===== config.mk =====
export PLATFORM = sky130hd
export DESIGN_NAME = uart_rx_ctrl_flat
export DESIGN_NICKNAME = d
export VERILOG_FILES = /design/src/rtl/uart_rx_ctrl_if.sv /design/src/rtl/uart_rx_ctrl.sv /design/src/flat_wrapper.sv
export SDC_FILE = /design/constraint.sdc
export NUM_CORES = 1
export LEC_CHECK = 0
export ABC_AREA = 1
export CAP_MARGIN = 20
export CORE_MARGIN = 5
export CORE_UTILIZATION = 53
export DETAILED_ROUTE_END_ITERATION = 12
export GPL_TIMING_DRIVEN = 0
export PLACE_DENSITY = 0.85
export SETUP_SLACK_MARGIN = 0.15
export SLEW_MARGIN = 20
export SYNTH_ARGS = -nofsm -noshare
export SYNTH_HDL_FRONTEND = slang
export SYNTH_SLANG_ARGS = --single-unit

===== constraint.sdc =====
create_clock -name clk -period 1.7 [get_ports clk]
set_input_delay 0.34 -clock clk [delete_from_list [all_inputs] [get_ports clk]]
set_output_delay 0.34 -clock clk [all_outputs]
set_load 0.03 [all_outputs]

===== src/rtl/uart_rx_ctrl_if.sv =====
// Signal bundle between the UART receive sequencer and its surroundings.
// master: the sequencer; slave: line/tick source, parity checker and frame consumer.
interface uart_rx_ctrl_if #(
    parameter int unsigned DATA_BITS = 8
);
    logic                 baud_tick;
    logic                 rx_data;
    logic                 parity_err;
    logic [DATA_BITS-1:0] data_out;
    logic                 parity_load;
    logic                 rx_done;
    logic                 parity_flag;
    logic                 stop_err;
    logic                 busy;

    modport master (
        input  baud_tick,
        input  rx_data,
        input  parity_err,
        output data_out,
        output parity_load,
        output rx_done,
        output parity_flag,
        output stop_err,
        output busy
    );

    modport slave (
        output baud_tick,
        output rx_data,
        output parity_err,
        input  data_out,
        input  parity_load,
        input  rx_done,
        input  parity_flag,
        input  stop_err,
        input  busy
    );
endinterface


===== src/rtl/uart_rx_ctrl.sv =====
// UART receive sequencer: start detection, mid-bit sampling on an oversampled tick,
// LSB-first word assembly, parity checker strobe and stop-bit validation.
module uart_rx_ctrl #(
    parameter int unsigned DATA_BITS  = 8,
    parameter int unsigned OVERSAMPLE = 16,
    parameter bit          PARITY_EN  = 1'b1
) (
    input logic           clk,
    input logic           rst,
    uart_rx_ctrl_if.master bus
);
    localparam int unsigned OS_W = $clog2(OVERSAMPLE);
    localparam int unsigned BC_W = $clog2(DATA_BITS + 1);

    localparam logic [OS_W-1:0] OS_MID  = OS_W'(OVERSAMPLE / 2 - 1);
    localparam logic [OS_W-1:0] OS_LAST = OS_W'(OVERSAMPLE - 1);
    localparam logic [BC_W-1:0] BC_LAST = BC_W'(DATA_BITS - 1);

    typedef enum logic [2:0] {
        StIdle,
        StStart,
        StData,
        StParity,
        StStop
    } state_e;

    state_e               state_q;
    logic [OS_W-1:0]      os_cnt_q;
    logic [BC_W-1:0]      bit_cnt_q;
    logic [DATA_BITS-1:0] data_q;
    logic                 parity_load_q;
    logic                 rx_done_q;
    logic                 parity_flag_q;
    logic                 stop_err_q;
    logic                 busy_q;

    always_ff @(posedge clk or posedge rst) begin
        if (rst) begin
            state_q       <= StIdle;
            os_cnt_q      <= '0;
            bit_cnt_q     <= '0;
            data_q        <= '0;
            parity_load_q <= 1'b0;
            rx_done_q     <= 1'b0;
            parity_flag_q <= 1'b0;
            stop_err_q    <= 1'b0;
            busy_q        <= 1'b0;
        end else begin
            // Pulses last one clk no matter how sparse baud_tick is.
            parity_load_q <= 1'b0;
            rx_done_q     <= 1'b0;

            // The checker result is valid while parity_load is high, with the
            // full word on data_out and the parity bit still on the line.
            if (parity_load_q) begin
                parity_flag_q <= bus.parity_err;
            end

            if (bus.baud_tick) begin
                unique case (state_q)
                    StIdle: begin
                        if (!bus.rx_data) begin
                            state_q  <= StStart;
                            os_cnt_q <= '0;
                            busy_q   <= 1'b1;
                        end
                    end

                    StStart: begin
                        if (os_cnt_q == OS_MID) begin
                            os_cnt_q <= '0;
                            if (!bus.rx_data) begin
                                state_q   <= StData;
                                bit_cnt_q <= '0;
                            end else begin
                                // Glitch shorter than half a bit: not a start.
                                state_q <= StIdle;
                                busy_q  <= 1'b0;
                            end
                        end else begin
                            os_cnt_q <= os_cnt_q + OS_W'(1);
                        end
                    end

                    StData: begin
                        if (os_cnt_q == OS_LAST) begin
                            data_q    <= {bus.rx_data, data_q[DATA_BITS-1:1]};
                            os_cnt_q  <= '0;
                            bit_cnt_q <= bit_cnt_q + BC_W'(1);
                            if (bit_cnt_q == BC_LAST) begin
                                state_q <= PARITY_EN ? StParity : StStop;
                            end
                        end else begin
                            os_cnt_q <= os_cnt_q + OS_W'(1);
                        end
                    end

                    StParity: begin
                        if (os_cnt_q == OS_LAST) begin
                            parity_load_q <= 1'b1;
                            os_cnt_q      <= '0;
                            state_q       <= StStop;
                        end else begin
                            os_cnt_q <= os_cnt_q + OS_W'(1);
                        end
                    end

                    StStop: begin
                        if (os_cnt_q == OS_LAST) begin
                            stop_err_q <= ~bus.rx_data;
                            if (!PARITY_EN) begin
                                parity_flag_q <= 1'b0;
                            end
                            rx_done_q <= 1'b1;
                            os_cnt_q  <= '0;
                            state_q   <= StIdle;
                            busy_q    <= 1'b0;
                        end else begin
                            os_cnt_q <= os_cnt_q + OS_W'(1);
                        end
                    end

                    default: begin
                        state_q  <= StIdle;
                        os_cnt_q <= '0;
                        busy_q   <= 1'b0;
                    end
                endcase
            end
        end
    end

    assign bus.data_out    = data_q;
    assign bus.parity_load = parity_load_q;
    assign bus.rx_done     = rx_done_q;
    assign bus.parity_flag = parity_flag_q;
    assign bus.stop_err    = stop_err_q;
    assign bus.busy        = busy_q;

endmodule


===== src/flat_wrapper.sv =====
// flat-port wrapper written by rule: the top's interface ports become plain ports
module uart_rx_ctrl_flat 
#(
    parameter int unsigned DATA_BITS  = 8,
    parameter int unsigned OVERSAMPLE = 16,
    parameter bit          PARITY_EN  = 1'b1
)
  (clk, rst, bus_baud_tick, bus_rx_data, bus_parity_err, bus_data_out, bus_parity_load, bus_rx_done, bus_parity_flag, bus_stop_err, bus_busy);
  uart_rx_ctrl_if #(.DATA_BITS(DATA_BITS)) bus_i ();
  input logic clk;
  input logic rst;
  input wire logic [$bits(bus_i.baud_tick)-1:0] bus_baud_tick;
  input wire logic [$bits(bus_i.rx_data)-1:0] bus_rx_data;
  input wire logic [$bits(bus_i.parity_err)-1:0] bus_parity_err;
  output wire logic [$bits(bus_i.data_out)-1:0] bus_data_out;
  output wire logic [$bits(bus_i.parity_load)-1:0] bus_parity_load;
  output wire logic [$bits(bus_i.rx_done)-1:0] bus_rx_done;
  output wire logic [$bits(bus_i.parity_flag)-1:0] bus_parity_flag;
  output wire logic [$bits(bus_i.stop_err)-1:0] bus_stop_err;
  output wire logic [$bits(bus_i.busy)-1:0] bus_busy;
  assign bus_i.baud_tick = bus_baud_tick;
  assign bus_i.rx_data = bus_rx_data;
  assign bus_i.parity_err = bus_parity_err;
  assign bus_data_out = bus_i.data_out;
  assign bus_parity_load = bus_i.parity_load;
  assign bus_rx_done = bus_i.rx_done;
  assign bus_parity_flag = bus_i.parity_flag;
  assign bus_stop_err = bus_i.stop_err;
  assign bus_busy = bus_i.busy;
  uart_rx_ctrl #(.DATA_BITS(DATA_BITS), .OVERSAMPLE(OVERSAMPLE), .PARITY_EN(PARITY_EN)) u_core (.clk(clk), .rst(rst), .bus(bus_i));
endmodule

==> out/metrics.csv, run 1 <==
stage;metric;value;unit
layout;commonest non-fill, non-tap cell in the layout;nand2_1;
clock_network;root buffer cell;clkbuf_4;
grt;number of global-route vias before repair;1024;
route;per-cell routed wire length;12.1;µm
logic_synthesis;syn nets;166;
layout;fin nets;189;
route;Vias;1110;
floorplan;Die ar.;3620;µm²
logic_synthesis;post-synthesis cell type count;23;
setup_path;crit path max fanout;10;
clock_network;Post-CTS Hold Fix Bufs;0;
route;post-DR vias/cell;5.26;
power_and_ir_drop;overall power;1.93;mW
floorplan;top-level I/O count;18;
logic_synthesis;Cell Area, Synth;1330;µm²
sta;Worst Skew;4.27;ps
layout;post-route cell area;1590;µm²
grt;first-pass GRT wire length;4.20;mm
run;max-cap violation count;0;
route;remaining antenna violation count;0;
route;drt drc;0;
outcome;outcome;finished, final reports clean;
setup_path;required time worst endpoint;1950;ps
grt;overall routing resource usage;15.6;%
sta;Final Setup Violations;0;
route;DRT Pass-1 Iters;5;
clock_network;number of CTS-inserted buffers;3;
floorplan;Core Region;2430;µm²
logic_synthesis;Yosys top cell area share;45.1;%
clock_network;Clock Latency Late Sink;310;ps
layout;# diodes;0;
placed_design;post-place instance area;1540;µm²
sta;RSZ-0062 raised after global routing;no;
setup_path;Arr. time, crit path;1690;ps
grt;initial antenna violation count;0;
setup_path;CP Launch Type;flip-flop;
sta;min cycle time layout;1440;ps
setup_path;crit path capture type;flip-flop;
logic_synthesis;Post-Synthesis Cells;159;
layout;fillers;206;
sta;Worst Tran Pin Value;878;ps
sta;Max Slew Vio Count;0;
route;drt initial violations;35;
clock_network;CTS sink cnt;24;
logic_synthesis;Seq/Total Area, Yosys;45.1;%
layout;Area growth, synth to finish;19.2;%
placed_design;Buffers on Ports;17;
worst_hold_path;HP Class;reg -> reg;
grt;total grt overflow;0;
layout;layout cells sized above 1;19.3;%
sta;Max-slew headroom;41.4;%
logic_synthesis;YS warnings;0;
logic_synthesis;Yosys top cell by area;dfrtp_1;
route;Routed WL;2.55;mm
setup_path;CP Class;reg -> reg;
sta;Final Hold Fails;0;
placed_design;HPWL after DPL;1.88;mm
setup_path;Reg2Reg Depth;6;
clock_network;Clock Path Buffers;2;
power_and_ir_drop;Leakage;0.862;nW
sta;Setup Total Neg Slack;0;ps
layout;commonest non-fill, non-tap cells in the layout;nand2_1, dfrtp_1, nand3_1;
clock_network;CTS tree;done;
logic_synthesis;Synth Area per Inst;8.38;µm²
logic_synthesis;largest cells by area after synthesis;dfrtp_1, nand2_1, nand3_1, inv_1, nor2_1;
clock_network;Clk pin slew, worst setup/hold paths;130;ps
floorplan;Starting Density;54.8;%
power_and_ir_drop;Pwr Density;1220;nW/µm²
floorplan;chip width;60.1;µm
worst_hold_path;WHS Path Cells;2;
sta;max frequency;692;MHz
sta;period utilisation layout;85.0;%
power_and_ir_drop;VDD IR max;709;µV
placed_design;GPL Wtd Cong;0.959;
grt;largest net degree at the start of global routing;25;
floorplan;count of standard-cell rows;18;
clock_network;H-tree depth;1;
floorplan;Die H;60.1;µm
logic_synthesis;Seq cells post-synth;24;
worst paths after layout:
path                                         start                endpoint  slack (ps)
worst max-delay path            u_core.os_cnt_q[1]  u_core.bus.data_out[4]         260
worst min-delay path               u_core.bus.busy         u_core.bus.busy         490
worst max register to register  u_core.os_cnt_q[1]  u_core.bus.data_out[4]         260
worst min register to register     u_core.bus.busy         u_core.bus.busy         490
max in group asynchronous                      rst     u_core.bit_cnt_q[1]         670
min in group asynchronous                      rst  u_core.bus.parity_flag         500
registers in the layout (all words and copies together), names as in the netlist:
name / cells
u_core.bus.data_out: 8
u_core.bit_cnt_q: 4
u_core.os_cnt_q: 4
u_core.state_q: 3
u_core.bus.busy: 1
u_core.bus.parity_flag: 1
u_core.bus.parity_load: 1
u_core.bus.rx_done: 1
u_core.bus.stop_err: 1
layer usage:
layer / global-route usage, % / share of wire (%) / vias to the layer above / wire, µm
li1: - / - / 542 / -
met4: 6.65 / 1.7 / 0 / 44
met5: 0 / 0 / - / 0
met1: 17.2 / 40 / 530 / 1020
met2: 28.5 / 53 / 31 / 1360
met3: 3.24 / 5.2 / 7 / 134
where the power goes:
| part | total (mW) | internal (mW) | switching, mW |
|---|---|---|---|
| Combinational | 0.813 | 0.277 | 0.536 |
| Clock | 0.411 | 0.238 | 0.172 |
| Sequential | 0.710 | 0.649 | 0.0611 |
| Total | 1.93 | 1.16 | 0.769 |
timing repair:
item,4_1_cts,5_1_grt
endpoints found under the hold margin,0,0
gates resized for setup,13,2
buffers inserted,0,1
setup endpoints to repair,13,16
synthesized netlist by cell type, drive strengths merged:
library cell  count
nand2            50
dfrtp            24
nor2             22
nand3            21
inv              18
o21ai             8
a21oi             4
buf               4
ha                2
xor2              2
mux2              1
nand4             1
nor2b             1
xnor2             1
critical path, stage by stage, from the launching register on:
cell	delay, ps
dfrtp_1	400
ha_2	240
nand3_4	130
nor2_4	160
nand3_4	120
buf_6	170
a21oi_2	150
area by class of cell:
type | instances | area (µm²) | area share, %
Tap cell | 30 | 37.5 | 2.36
Sequential cell | 24 | 601 | 37.8
Clock inverter | 1 | 30.0 | 1.89
Buffer | 4 | 41.3 | 2.60
Timing Repair Buffer | 18 | 161 | 10.2
Multi-Input combinational cell | 113 | 628 | 39.5
Clock buffer | 3 | 22.5 | 1.42
Inverter | 18 | 67.6 | 4.25
cell families (layout without fill, tap and decap cells):
| group | Yosys count | count (layout) | share of synthesized area [%] |
|---|---|---|---|
| xor gates and xnor gates | 3 | 3 | 1.97 |
| adders and majority gates | 2 | 2 | 1.88 |
| AOI/OAI and AO/OA | 12 | 12 | 7.04 |
| buffers and inverters | 22 | 44 | 8.17 |
| muxes | 1 | 1 | 0.845 |
| DFF | 24 | 24 | 45.1 |
| and+or+nand+nor | 95 | 95 | 35.0 |
through the flow:
| step | hold slack [ps] | cells | utilization, % | worst slack, ps |
|---|---|---|---|---|
| after floorplan | 355 | 159 | - | 357 |
| after global placement | 453 | 206 | 63.3 | 42.9 |
| after detailed placement | 471 | 206 | 63.3 | 35.8 |
| after CTS | 497 | 210 | 64.8 | 166 |
| after global routing | 532 | 211 | 65.3 | 155 |
| final | 488 | 211 | 65.3 | 256 |
(Power assumes the default switching activity.)
==> run 2: changes to the inputs <==
==> constraint.sdc (replaced) <==
create_clock -name clk -period 1.5 [get_ports clk]
set_input_delay 0.3 -clock clk [delete_from_list [all_inputs] [get_ports clk]]
set_output_delay 0.3 -clock clk [all_outputs]
set_load 0.03 [all_outputs]
==> out/metrics.csv, run 2 (same netlist as run 1, synthesis figures left out) <==
stage;metric;value;unit
power_and_ir_drop;Pwr Density;1420;nW/µm²
route;per-cell routed wire length;15.3;µm
layout;Largest register FFs;8;
sta;Worst Skew;3.48;ps
grt;number of global-route vias before repair;1169;
layout;fillers;161;
route;drt initial violations;44;
route;post-DR vias/cell;5.37;
clock_network;number of CTS-inserted buffers;3;
power_and_ir_drop;Leakage;0.952;nW
sta;max frequency;706;MHz
floorplan;chip width;60.1;µm
setup_path;CP Class;reg -> reg;
sta;RSZ-0062 raised after global routing;yes;
placed_design;GPL Wtd Cong;0.959;
route;DRT Pass-1 Iters;6;
sta;Worst Tran Pin Value;916;ps
floorplan;Starting Density;54.8;%
sta;min cycle time layout;1420;ps
power_and_ir_drop;overall power;2.63;mW
layout;fin nets;207;
sta;Max Slew Vio Count;0;
setup_path;crit path max fanout;7;
clock_network;Clk pin slew, worst setup/hold paths;140;ps
floorplan;count of standard-cell rows;18;
layout;# diodes;0;
floorplan;Core Region;2430;µm²
run;max-cap violation count;0;
setup_path;CP Launch Type;flip-flop;
grt;overall routing resource usage;18.9;%
placed_design;DP Cell Count;206;
route;Vias;1230;
clock_network;Clock Path Buffers;2;
layout;commonest non-fill, non-tap cells in the layout;nand2_1, dfrtp_1, inv_1, nand3_1, buf_4;
setup_path;Worst setup startpoint;u_core.state_q[1];
placed_design;Buffers on Ports;17;
clock_network;H-tree depth;1;
clock_network;root buffer cell;clkbuf_4;
outcome;outcome;finished, final reports clean;
setup_path;Arr. time, crit path;1650;ps
clock_network;CTS sink cnt;24;
layout;Area growth, synth to finish;39.1;%
sta;Max-slew headroom;38.9;%
sta;Final Setup Violations;0;
setup_path;reg2reg end;u_core.bit_cnt_q[1];
grt;total grt overflow;0;
setup_path;crit path capture type;flip-flop;
setup_path;R2R Setup Slk;80;ps
layout;commonest non-fill, non-tap cell in the layout;nand2_1;
clock_network;Clock Latency Late Sink;320;ps
clock_network;CTS tree;done;
grt;first-pass GRT wire length;5.04;mm
floorplan;Die H;60.1;µm
grt;initial antenna violation count;0;
worst_hold_path;HP Class;in -> async;
setup_path;Reg2Reg Depth;8;
floorplan;Die ar.;3620;µm²
power_and_ir_drop;VDD IR max;1110;µV
sta;Final Hold Fails;0;
sta;period utilisation layout;94.4;%
layout;Non-Filler Instances;229;
floorplan;top-level I/O count;18;
sta;Setup Total Neg Slack;0;ps
layout;layout cells sized above 1;43.7;%
grt;largest net degree at the start of global routing;25;
placed_design;HPWL after DPL;1.88;mm
layout;post-route cell area;1850;µm²
setup_path;required time worst endpoint;1730;ps
setup_path;R2R Path Start;u_core.state_q[1];
route;Routed WL;3.51;mm
route;remaining antenna violation count;0;
placed_design;post-place instance area;1540;µm²
route;drt drc;0;
[run 2: how the worst max path moves through the flow]
stage                              to  slack, ps  depth (start not counted)
2_1_floorplan  u_core.bus.data_out[3]        160                          7
3_3_place_gp   u_core.bus.data_out[5]       -120                          7
3_5_place_dp   u_core.bus.data_out[5]       -120                          7
4_1_cts               bus_data_out[4]         70                          1
5_1_grt               u_core.bus.busy        -10                          9
6_report          u_core.bit_cnt_q[1]         80                          8
[run 2: repair_timing]
action,CTS,global route
gates cloned,1,0
buffers inserted,8,10
pin swaps,9,13
endpoints found under the setup margin,32,33
hold buffers,0,0
gates resized for setup,55,43
[run 2: critical path, stage by stage (launching register included)]
cell,delay [ps]
dfrtp_1,400
buf_6,140
nor2_4,140
buf_4,120
nand3_1,110
nand2_1,140
nand3_2,120
nand2_1,80
nand2_1,50
[run 2: metrics by stage]
step / hold WS [ps] / setup WS (ps) / util (%)
after floorplan: 315 / 157 / -
after global placement: 453 / -117 / 63.3
after detailed placement: 471 / -124 / 63.3
after CTS: 489 / 67.8 / 72.5
after global routing: 536 / -13.5 / 76.2
final: 463 / 83.9 / 76.2
[run 2: final cells by class]
cell class	count	area [µm²]	area share, %
tap	30	37.5	2.03
clock inverter	1	30.0	1.62
buffer	4	48.8	2.63
timing repair buffer	36	292	15.7
inverter	18	67.6	3.65
multi-input combinational	113	753	40.6
clock buffer	3	22.5	1.22
sequential	24	602	32.5
[run 2: report_power, final]
| group | leakage [nW] | switching [mW] | internal, mW |
|---|---|---|---|
| sequential | 0.312 | 0.0735 | 0.736 |
| clock | 0.0279 | 0.207 | 0.270 |
| combinational | 0.612 | 0.811 | 0.537 |
| total | 0.952 | 1.09 | 1.54 |
[run 2: per-layer routing]
metal	part of all wire [%]	GRT usage (%)	up-vias
li1	-	-	574
met5	0	0	-
met4	2.4	7.28	0
met2	51	36.6	45
met3	5.3	3.46	13
met1	41	19.6	598
==> run 3: changes to the inputs <==
--- a/config.mk
+++ b/config.mk
@@ -10,6 +10,7 @@
 export CORE_MARGIN = 5
 export CORE_UTILIZATION = 53
 export DETAILED_ROUTE_END_ITERATION = 12
+export GPL_ROUTABILITY_DRIVEN = 0
 export GPL_TIMING_DRIVEN = 0
 export PLACE_DENSITY = 0.85
 export SETUP_SLACK_MARGIN = 0.15
==> out/metrics.csv, run 3 (same netlist as run 1, synthesis figures left out) <==
stage;metric;value;unit
sta;Final Setup Violations;0;
grt;largest net degree at the start of global routing;25;
grt;number of global-route vias before repair;1237;
placed_design;DP Cell Count;206;
power_and_ir_drop;VDD IR max;912;µV
layout;fillers;148;
placed_design;dpl ws;-125;ps
setup_path;CP Class;reg -> reg;
sta;period utilisation layout;93.0;%
route;drt drc;0;
run;max-cap violation count;0;
clock_network;root buffer cell;clkbuf_4;
sta;min cycle time layout;1390;ps
sta;max frequency;717;MHz
clock_network;CTS sink cnt;24;
setup_path;Cell Chain, Critical Path;ha_4 > nand3_4 > nor2_4 > nand3_4 > buf_6 > nor2_4 > a21oi_2;
clock_network;CTS tree;done;
grt;first-pass GRT wire length;5.24;mm
sta;Final Hold Fails;0;
floorplan;Die H;60.1;µm
route;DRT Pass-1 Iters;4;
route;drt initial violations;56;
floorplan;count of standard-cell rows;18;
layout;fin nets;205;
grt;initial antenna violation count;0;
floorplan;Die ar.;3620;µm²
route;Routed WL;3.41;mm
route;Vias;1213;
floorplan;top-level I/O count;18;
sta;RSZ-0062 raised after global routing;yes;
setup_path;Worst path max stage delay;420;ps
outcome;outcome;finished, final reports clean;
setup_path;Arr. time, crit path;1610;ps
setup_path;crit path max fanout;4;
power_and_ir_drop;Leakage;0.931;nW
clock_network;Clock Latency Late Sink;320;ps
power_and_ir_drop;Pwr Density;1280;nW/µm²
setup_path;CP Launch Type;flip-flop;
sta;Max Slew Vio Count;0;
route;remaining antenna violation count;0;
layout;Largest register FFs;8;
layout;Layout Utilization;75.8;%
layout;Non-Filler Instances;226;
sta;Setup Total Neg Slack;0;ps
clock_network;Clk pin slew, worst setup/hold paths;120;ps
layout;# diodes;0;
sta;Worst Tran Pin Value;919;ps
layout;commonest non-fill, non-tap cells in the layout;nand2_1, dfrtp_1, inv_1;
setup_path;Reg2Reg Depth;7;
clock_network;number of CTS-inserted buffers;3;
setup_path;crit path capture type;flip-flop;
setup_path;required time worst endpoint;1720;ps
floorplan;chip width;60.1;µm
sta;Worst Skew;9.23;ps
floorplan;Starting Density;54.8;%
layout;Area growth, synth to finish;38.4;%
setup_path;Stages on worst setup path;7;
placed_design;Buffers on Ports;17;
sta;Final WS setup;106;ps
grt;overall routing resource usage;19.6;%
layout;layout cells sized above 1;41.8;%
setup_path;Worst path top cell family by delay;simple AND/OR/NAND/NOR gates;
route;post-DR vias/cell;5.37;
worst_hold_path;HP Class;in -> async;
layout;commonest non-fill, non-tap cell in the layout;nand2_1;
setup_path;worst path bufs/invs;1;
setup_path;slowest CP cell;dfrtp_1;
power_and_ir_drop;overall power;2.37;mW
route;per-cell routed wire length;15.1;µm
grt;total grt overflow;0;
clock_network;H-tree depth;1;
clock_network;Clock Path Buffers;2;
floorplan;Core Region;2430;µm²
placed_design;HPWL after DPL;1.98;mm
sta;Max-slew headroom;38.7;%
==> run 3: final cells by class <==
type,instances,area (µm²),area share (%)
buffer,4,48.8,2.65
clock buffer,3,22.5,1.22
inverter,18,67.6,3.66
multi-input combinational,113,728,39.5
sequential,24,601,32.6
tap,30,37.5,2.04
timing repair buffer,34,339,18.4
==> run 3: worst reg2reg max path: cells and delay by family, from the launching register on <==
| family | cells | cell delay, ps |
|---|---|---|
| buffers and inverters | 1 | 170 |
| AND/OR/NAND/NOR | 4 | 500 |
| adder cells (fa/ha/maj) | 1 | 180 |
| AO/OA/AOI/OAI | 1 | 40 |
| flip-flops | 1 | 420 |
==> run 3: repair_timing <==
item | 4_1_cts | 5_1_grt
hold buffers | 0 | 0
pin swaps | 3 | 8
setup endpoints to repair | 32 | 29
gates cloned | 1 | 0
setup buffers | 11 | 5
gates resized for setup | 45 | 32
==> run 3: layer usage <==
metal	track usage, %	up-vias	wire length, µm
li1	-	574	-
met1	20.1	580	1310
met2	35.3	48	1790
met3	4.97	11	230
met4	11.4	0	78
met5	0	-	0
==> run 3: stage by stage <==
stage | instance area (µm²) | hold slack [ps]
after detailed placement | 1540 | 471
after CTS | 1730 | 484
final | 1840 | 479
after global routing | 1840 | 536
after global placement | 1540 | 453
after floorplan | 1330 | 315
==> run 3: power breakdown <==
part,internal [mW],total (mW),switching [mW]
registers,0.736,0.810,0.0740
clock network,0.0940,0.277,0.183
logic,0.519,1.28,0.762
total,1.35,2.37,1.02
==> run 3: worst paths after layout <==
check / start / end / slack (ps)
max in group asynchronous: rst / u_core.bus.data_out[5] / 450
min in group clk: u_core.bus.busy / u_core.bus.busy / 490
max reg2reg: u_core.os_cnt_q[0] / u_core.bus.data_out[4] / 110
min: rst / u_core.bus.parity_flag / 480
min reg2reg: u_core.bus.busy / u_core.bus.busy / 490
max: u_core.os_cnt_q[0] / u_core.bus.data_out[4] / 110
